$ cat config.mk
export PLATFORM = sky130hd
export DESIGN_NAME = ternary_weight_loader
export DESIGN_NICKNAME = d
export VERILOG_FILES = /design/src/rtl/ternary_weight_loader_pkg.sv /design/src/rtl/ternary_weight_loader_stage_sreg.sv /design/src/rtl/ternary_weight_loader.sv
export SDC_FILE = /design/constraint.sdc
export NUM_CORES = 1
export LEC_CHECK = 0
export CAP_MARGIN = 25
export CORE_UTILIZATION = 41
export DETAILED_ROUTE_END_ITERATION = 8
export PLACE_DENSITY = 0.61
export SLEW_MARGIN = 10
export SYNTH_ARGS = -nofsm -noshare
export SYNTH_HDL_FRONTEND = slang
export SYNTH_HIERARCHICAL = 1
export SYNTH_SLANG_ARGS = --single-unit
$ cat constraint.sdc
create_clock -name clk -period 2.1 [get_ports clk]
set_input_delay 0.315 -clock clk [delete_from_list [all_inputs] [get_ports clk]]
set_output_delay 0.315 -clock clk [all_outputs]
set_load 0.01 [all_outputs]
$ cat src/rtl/ternary_weight_loader_pkg.sv
// rtl/ternary_weight_loader_pkg.sv - ternary code points and load FSM state type
package ternary_pkg;

  localparam logic [1:0] TERN_ZERO    = 2'b00;
  localparam logic [1:0] TERN_POS     = 2'b01;
  localparam logic [1:0] TERN_NEG     = 2'b11;
  localparam logic [1:0] TERN_ILLEGAL = 2'b10;

  typedef enum logic [1:0] {
    IDLE,
    LOAD,
    COMMIT
  } load_state_e;

  function automatic logic tern_legal(input logic [1:0] code);
    logic legal;
    case (code)
      TERN_ZERO, TERN_POS, TERN_NEG: legal = 1'b1;
      TERN_ILLEGAL:                  legal = 1'b0;
      default:                       legal = 1'b0;
    endcase
    return legal;
  endfunction

endpackage

$ cat src/rtl/ternary_weight_loader_stage_sreg.sv
// rtl/ternary_weight_loader_stage_sreg.sv - IN_LEN x BEATS staging shift register
module weight_stage_sreg #(
  parameter int IN_LEN = 12,
  parameter int BEATS  = 12
) (
  input  logic                    clk,
  input  logic                    rst,
  input  logic                    shift_en,
  input  logic [IN_LEN-1:0]       din,
  output logic [IN_LEN*BEATS-1:0] q
);

  logic [IN_LEN*BEATS-1:0] stage_q;

  // Oldest beat migrates toward the MSBs; newest lands at the LSBs.
  always_ff @(posedge clk) begin
    if (rst) begin
      stage_q <= '0;
    end else if (shift_en) begin
      stage_q <= {stage_q[IN_LEN*BEATS-IN_LEN-1:0], din};
    end
  end

  assign q = stage_q;

endmodule

$ cat src/rtl/ternary_weight_loader.sv
// rtl/ternary_weight_loader.sv - double-buffered ternary weight loader
// Optional illegal-code checker built when TERNARY_CHECK_EN is defined.
module ternary_weight_loader
  import ternary_pkg::*;
#(
  parameter int  IN_LEN  = 12,
  parameter int  OUT_LEN = 6,
  parameter int  WIDTH   = 2,
  localparam int TOTAL   = WIDTH * IN_LEN * OUT_LEN,
  localparam int BEATS   = WIDTH * OUT_LEN,
  localparam int CW      = $clog2(BEATS)
) (
  input  logic              clk,
  input  logic              rst,
  input  logic              start,
  input  logic              in_valid,
  output logic              in_ready,
  input  logic [IN_LEN-1:0] in_data,
  output logic              busy,
  output logic              done,
  output logic              weights_valid,
  output logic [CW-1:0]     beat_cnt,
  output logic              err,
  output logic [TOTAL-1:0]  uo_weights
);

  load_state_e      state_q, state_d;
  logic [CW-1:0]    cnt_q, cnt_d;
  logic [TOTAL-1:0] shadow_q;
  logic             wv_q;
  logic [TOTAL-1:0] staging;
  logic             accept;

  // A restart in LOAD drops the beat presented in the same cycle.
  assign accept = (state_q == LOAD) && in_valid && !start;

  weight_stage_sreg #(
    .IN_LEN(IN_LEN),
    .BEATS (BEATS)
  ) u_stage (
    .clk     (clk),
    .rst     (rst),
    .shift_en(accept),
    .din     (in_data),
    .q       (staging)
  );

  always_comb begin
    state_d  = state_q;
    cnt_d    = cnt_q;
    in_ready = 1'b0;
    done     = 1'b0;
    case (state_q)
      IDLE: begin
        if (start) begin
          state_d = LOAD;
          cnt_d   = '0;
        end
      end
      LOAD: begin
        in_ready = 1'b1;
        if (start) begin
          cnt_d = '0;
        end else if (accept) begin
          if (cnt_q == CW'(BEATS - 1)) state_d = COMMIT;
          else                         cnt_d   = cnt_q + CW'(1);
        end
      end
      COMMIT: begin
        done    = 1'b1;
        state_d = IDLE;
      end
      default: state_d = IDLE;
    endcase
  end

  always_ff @(posedge clk) begin
    if (rst) begin
      state_q  <= IDLE;
      cnt_q    <= '0;
      shadow_q <= '0;
      wv_q     <= 1'b0;
    end else begin
      state_q <= state_d;
      cnt_q   <= cnt_d;
      if (state_q == COMMIT) begin
        shadow_q <= staging;
        wv_q     <= 1'b1;
      end
    end
  end

`ifdef TERNARY_CHECK_EN
  logic beat_illegal;
  logic err_q;

  always_comb begin
    beat_illegal = 1'b0;
    for (int f = 0; f < IN_LEN / WIDTH; f++) begin
      if (!tern_legal(in_data[f*WIDTH +: WIDTH])) beat_illegal = 1'b1;
    end
  end

  always_ff @(posedge clk) begin
    if (rst) begin
      err_q <= 1'b0;
    end else if (start && state_q != COMMIT) begin
      err_q <= 1'b0;
    end else if (accept && beat_illegal) begin
      err_q <= 1'b1;
    end
  end

  assign err = err_q;
`else
  assign err = 1'b0;
`endif

  assign busy          = (state_q != IDLE);
  assign weights_valid = wv_q;
  assign beat_cnt      = cnt_q;
  assign uo_weights    = shadow_q;

endmodule

==> run_summary.xml <==
<?xml version="1.0" encoding="UTF-8"?>
<metrics>
  <group name="logic_synthesis">
    <metric name="synth-edff-count" unit="">0</metric>
    <metric name="yosysWarningCount" unit="">6</metric>
    <metric name="syn_inst" unit="">1132</metric>
    <metric name="yosys_register_bits" unit="">295</metric>
    <metric name="synth-xor-area-share" unit="%">0</metric>
    <metric name="post_synth_instance_area" unit="sq mm">0.0103</metric>
    <metric name="synthArstFlopShare" unit="%">0</metric>
    <metric name="syn_nets" unit="">1149</metric>
    <metric name="yosys.area.top_type_share" unit="%">57.1</metric>
    <metric name="post_synth_num_cell_types" unit="">28</metric>
    <metric name="synth.area.top_cells" unit="">sky130_fd_sc_hd__dfxtp_1, sky130_fd_sc_hd__mux2i_1, sky130_fd_sc_hd__nand2_1, sky130_fd_sc_hd__a21oi_1, sky130_fd_sc_hd__nor2_1</metric>
    <metric name="synth_area_leader_cell" unit="">sky130_fd_sc_hd__dfxtp_1</metric>
    <metric name="syn_area_per_cell" unit="sq um">9.13</metric>
    <metric name="share_of_the_synthesized_area_in_compound_gates_ao_oa_aoi_oai" unit="%">7.42</metric>
    <metric name="synth_simple_gate_area_share" unit="%">17.0</metric>
    <metric name="synthFlopType" unit="">sky130_fd_sc_hd__dfxtp_1</metric>
    <metric name="share_of_synthesized_area_spent_on_multiplexers" unit="%">13.9</metric>
    <metric name="post_synth_fa_ha_maj_area_fraction" unit="%">0.121</metric>
    <metric name="synth_seq_area_share" unit="%">57.1</metric>
    <metric name="dominant_combinational_cell_family_by_area_after_synthesis" unit="">simple AND/OR/NAND/NOR gates</metric>
  </group>
  <group name="clock_tree">
    <metric name="inserted_clock_buffers" unit="">30</metric>
    <metric name="cts_tree" unit="">built</metric>
    <metric name="holdBufCountCts" unit="">0</metric>
    <metric name="ctsHtreeMaxLevel" unit="">1</metric>
    <metric name="numClockSinks" unit="">295</metric>
    <metric name="clkTransAtPathRegs" unit="ns">0.06</metric>
    <metric name="worstSkewPairLatency" unit="ns">0.53</metric>
    <metric name="library_cell_used_as_clock_root_buffer" unit="">sky130_fd_sc_hd__clkbuf_16</metric>
    <metric name="postCtsSetupRepairBufs" unit="">0</metric>
    <metric name="cts-root-to-sink-buffers" unit="">3</metric>
  </group>
  <group name="placed_design">
    <metric name="buffer_ports.inserted" unit="">167</metric>
    <metric name="dp_slack" unit="ns">0.0679</metric>
    <metric name="routabilityCongestion" unit="">0.759</metric>
    <metric name="placed_cells_incl_taps" unit="">1559</metric>
    <metric name="place.detailed.hpwl" unit="um">15400</metric>
  </group>
  <group name="sta">
    <metric name="hold_violations" unit="">0</metric>
    <metric name="final-max-slew-violation-count" unit="">0</metric>
    <metric name="grt_setup_unrepaired" unit="">false</metric>
    <metric name="worst_slew_pin_slew" unit="ns">0.645</metric>
    <metric name="layout_min_cycle_time" unit="ns">2.01</metric>
    <metric name="clock-skew-final" unit="ns">0.00847</metric>
    <metric name="slew_margin_rel" unit="%">57.0</metric>
    <metric name="fmax" unit="MHz">497</metric>
    <metric name="setup_tns" unit="ns">0</metric>
    <metric name="setup_viol" unit="">0</metric>
    <metric name="timing.final.ws_setup" unit="ns">0.0869</metric>
    <metric name="post-route-period-util" unit="%">95.9</metric>
  </group>
  <group name="floorplan">
    <metric name="die_height" unit="um">161</metric>
    <metric name="initial_utilization" unit="%">42.1</metric>
    <metric name="floorplan.rows" unit="">57</metric>
    <metric name="die_w" unit="um">161</metric>
    <metric name="pin_count" unit="">169</metric>
    <metric name="core_region_area" unit="sq mm">0.0245</metric>
    <metric name="design.die.area" unit="sq mm">0.0258</metric>
  </group>
  <group name="layout">
    <metric name="finish.net_count" unit="">1284</metric>
    <metric name="area_growth" unit="%">28.5</metric>
    <metric name="antenna_diode_count" unit="">0</metric>
    <metric name="post_route_cells_drive_above_1_share" unit="%">5.44</metric>
    <metric name="stdcell_count" unit="">1611</metric>
    <metric name="fill_cell_instance_count_of_the_final_layout" unit="">2284</metric>
  </group>
  <group name="outcome">
    <metric name="outcome" unit="">finished clean</metric>
  </group>
  <group name="pwr">
    <metric name="leakage" unit="nW">4.42</metric>
    <metric name="cellPowerDensity" unit="mW/mm^2">841</metric>
    <metric name="peakVddDrop" unit="mV">0.501</metric>
  </group>
  <group name="critical_path">
    <metric name="path_max_fanout" unit="">6</metric>
    <metric name="cp-end-kind" unit="">output pin</metric>
    <metric name="arrival_time_of_the_worst_setup_path" unit="ns">1.70</metric>
    <metric name="cp-start-kind" unit="">flop</metric>
    <metric name="critical_path_class" unit="">reg -&gt; out</metric>
    <metric name="cp_data_required_time" unit="ns">1.78</metric>
  </group>
  <group name="grt">
    <metric name="globalRouteOverflowTotal" unit="">0</metric>
    <metric name="grt_antenna_before_repair" unit="">0</metric>
    <metric name="track_usage" unit="%">18.5</metric>
    <metric name="via_count_of_the_first_global_routing_pass" unit="">7370</metric>
    <metric name="grt_pass1_wl" unit="um">39100</metric>
    <metric name="grt_max_degree" unit="">145</metric>
  </group>
  <group name="run">
    <metric name="max_cap_viol_count" unit="">0</metric>
  </group>
  <group name="drt">
    <metric name="wire_per_inst" unit="um">15.1</metric>
    <metric name="drt-total-wl" unit="um">24400</metric>
    <metric name="drt.antenna.violating_nets" unit="">0</metric>
    <metric name="num_vias" unit="">7760</metric>
    <metric name="drt_first_pass_iters" unit="">5</metric>
    <metric name="remaining_drc_errors" unit="">0</metric>
    <metric name="route.detailed.vias_per_inst" unit="">4.82</metric>
    <metric name="drt_first_iter_violations" unit="">445</metric>
  </group>
  <group name="hold_path">
    <metric name="hold_path_class" unit="">in -&gt; reg</metric>
  </group>
</metrics>
cell usage after synthesis, types with 2 or more instances:
library cell               instances
sky130_fd_sc_hd__dfxtp_1         295
sky130_fd_sc_hd__nand2_1         290
sky130_fd_sc_hd__a21oi_1         147
sky130_fd_sc_hd__nor2_1          147
sky130_fd_sc_hd__mux2i_1         144
sky130_fd_sc_hd__clkbuf_1         34
sky130_fd_sc_hd__buf_2            31
sky130_fd_sc_hd__buf_4            10
sky130_fd_sc_hd__buf_6             7
sky130_fd_sc_hd__nand3_1           4
sky130_fd_sc_hd__nand2b_1          3
sky130_fd_sc_hd__nor2b_1           2
sky130_fd_sc_hd__nor3_1            2
sky130_fd_sc_hd__o21ai_1           2
per-stage QoR:
stage          power, mW  utilization [%]  area (sq um)  hold slack, ns
4_1_cts             11.3             54.1         13300           0.204
3_3_place_gp        6.01             50.1         12300           0.438
6_report            11.2             54.1         13300           0.212
2_1_floorplan       5.92                -         10300           0.431
3_5_place_dp        6.01             50.1         12300           0.447
5_1_grt             11.6             54.1         13300           0.228
state kept, by name, summed over array words and instances, names as in the netlist:
register	flops
beat_cnt	4
state_q	2
u_stage/q	144
weights_valid	1
uo_weights	144
cells in the final DEF (no fill, tap or decap), types with 2 or more instances in the layout:
cell type,count
sky130_fd_sc_hd__nand3_1,4
sky130_fd_sc_hd__nand2b_1,2
sky130_fd_sc_hd__clkbuf_16,31
sky130_fd_sc_hd__nor2b_1,2
sky130_fd_sc_hd__bufinv_16,3
sky130_fd_sc_hd__o21ai_1,2
sky130_fd_sc_hd__nand2_1,290
sky130_fd_sc_hd__a21oi_1,147
sky130_fd_sc_hd__buf_12,13
sky130_fd_sc_hd__dfxtp_1,294
sky130_fd_sc_hd__clkinv_2,6
sky130_fd_sc_hd__mux2i_1,144
sky130_fd_sc_hd__clkdlybuf4s50_1,166
sky130_fd_sc_hd__clkbuf_8,4
sky130_fd_sc_hd__buf_4,5
sky130_fd_sc_hd__nor2_1,147
sky130_fd_sc_hd__clkbuf_1,6
report_power, final:
group          switching, mW  total [mW]  internal (mW)  leakage, nW
clock                   2.10        5.29           3.19        0.488
sequential           0.00875        5.61           5.60         2.38
combinational          0.158       0.266          0.109         1.56
total                   2.27        11.2           8.90         4.42
per-layer routing:
layer / GRT usage (%) / vias to the layer above / part of all wire, %
met4: 3.60 / 0 / 1.1
met5: 0 / - / 0
li1: - / 3958 / -
met1: 25.0 / 3628 / 47
met2: 30.3 / 149 / 47
met3: 4.21 / 25 / 5.5
worst paths after layout:
kind,depth (start not counted),from,slack [ns],to
min reg2reg,2,u_stage/q[141]$_SDFFE_PP0P_,0.45,uo_weights[141]$_SDFFE_PP0P_
min,2,rst,0.21,u_stage/q[139]$_SDFFE_PP0P_
max,3,state_q[0]$_SDFFE_PP0P_,0.09,done
max reg2reg,5,beat_cnt[0]$_SDFFE_PP0P_,0.41,beat_cnt[1]$_SDFFE_PP0P_
timing repair:
item                                   4_1_cts  5_1_grt
setup endpoints to repair                    1        0
endpoints found under the hold margin        0        0
gates resized for setup                      1        0
area by class of cell:
cell class	instances	area (sq um)	area share, %
flip-flops and latches	295	5910	44.5
inverters	2	10.0	0.0754
clock inverters	11	136	1.03
well taps	324	405	3.05
multi-input cells	753	4000	30.1
clock buffers	41	853	6.42
repair buffers	185	1970	14.9
logic make-up (layout without fill, tap and decap cells):
group | count (synthesis) | count (layout)
multiplexers | 144 | 144
AO/OA/AOI/OAI | 152 | 152
other | 1 | 1
flip-flops | 295 | 295
adder cells (fa/ha/maj) | 1 | 1
buffers and inverters | 84 | 239
AND/OR/NAND/NOR | 455 | 455
critical path, cell delays in order, from the launching register on:
cell,delay (ns)
sky130_fd_sc_hd__dfxtp_1,0.35
sky130_fd_sc_hd__nand2b_4,0.18
sky130_fd_sc_hd__inv_4,0.10
sky130_fd_sc_hd__clkdlybuf4s50_1,0.54
Note: power is estimated with default switching activity, not from simulation.
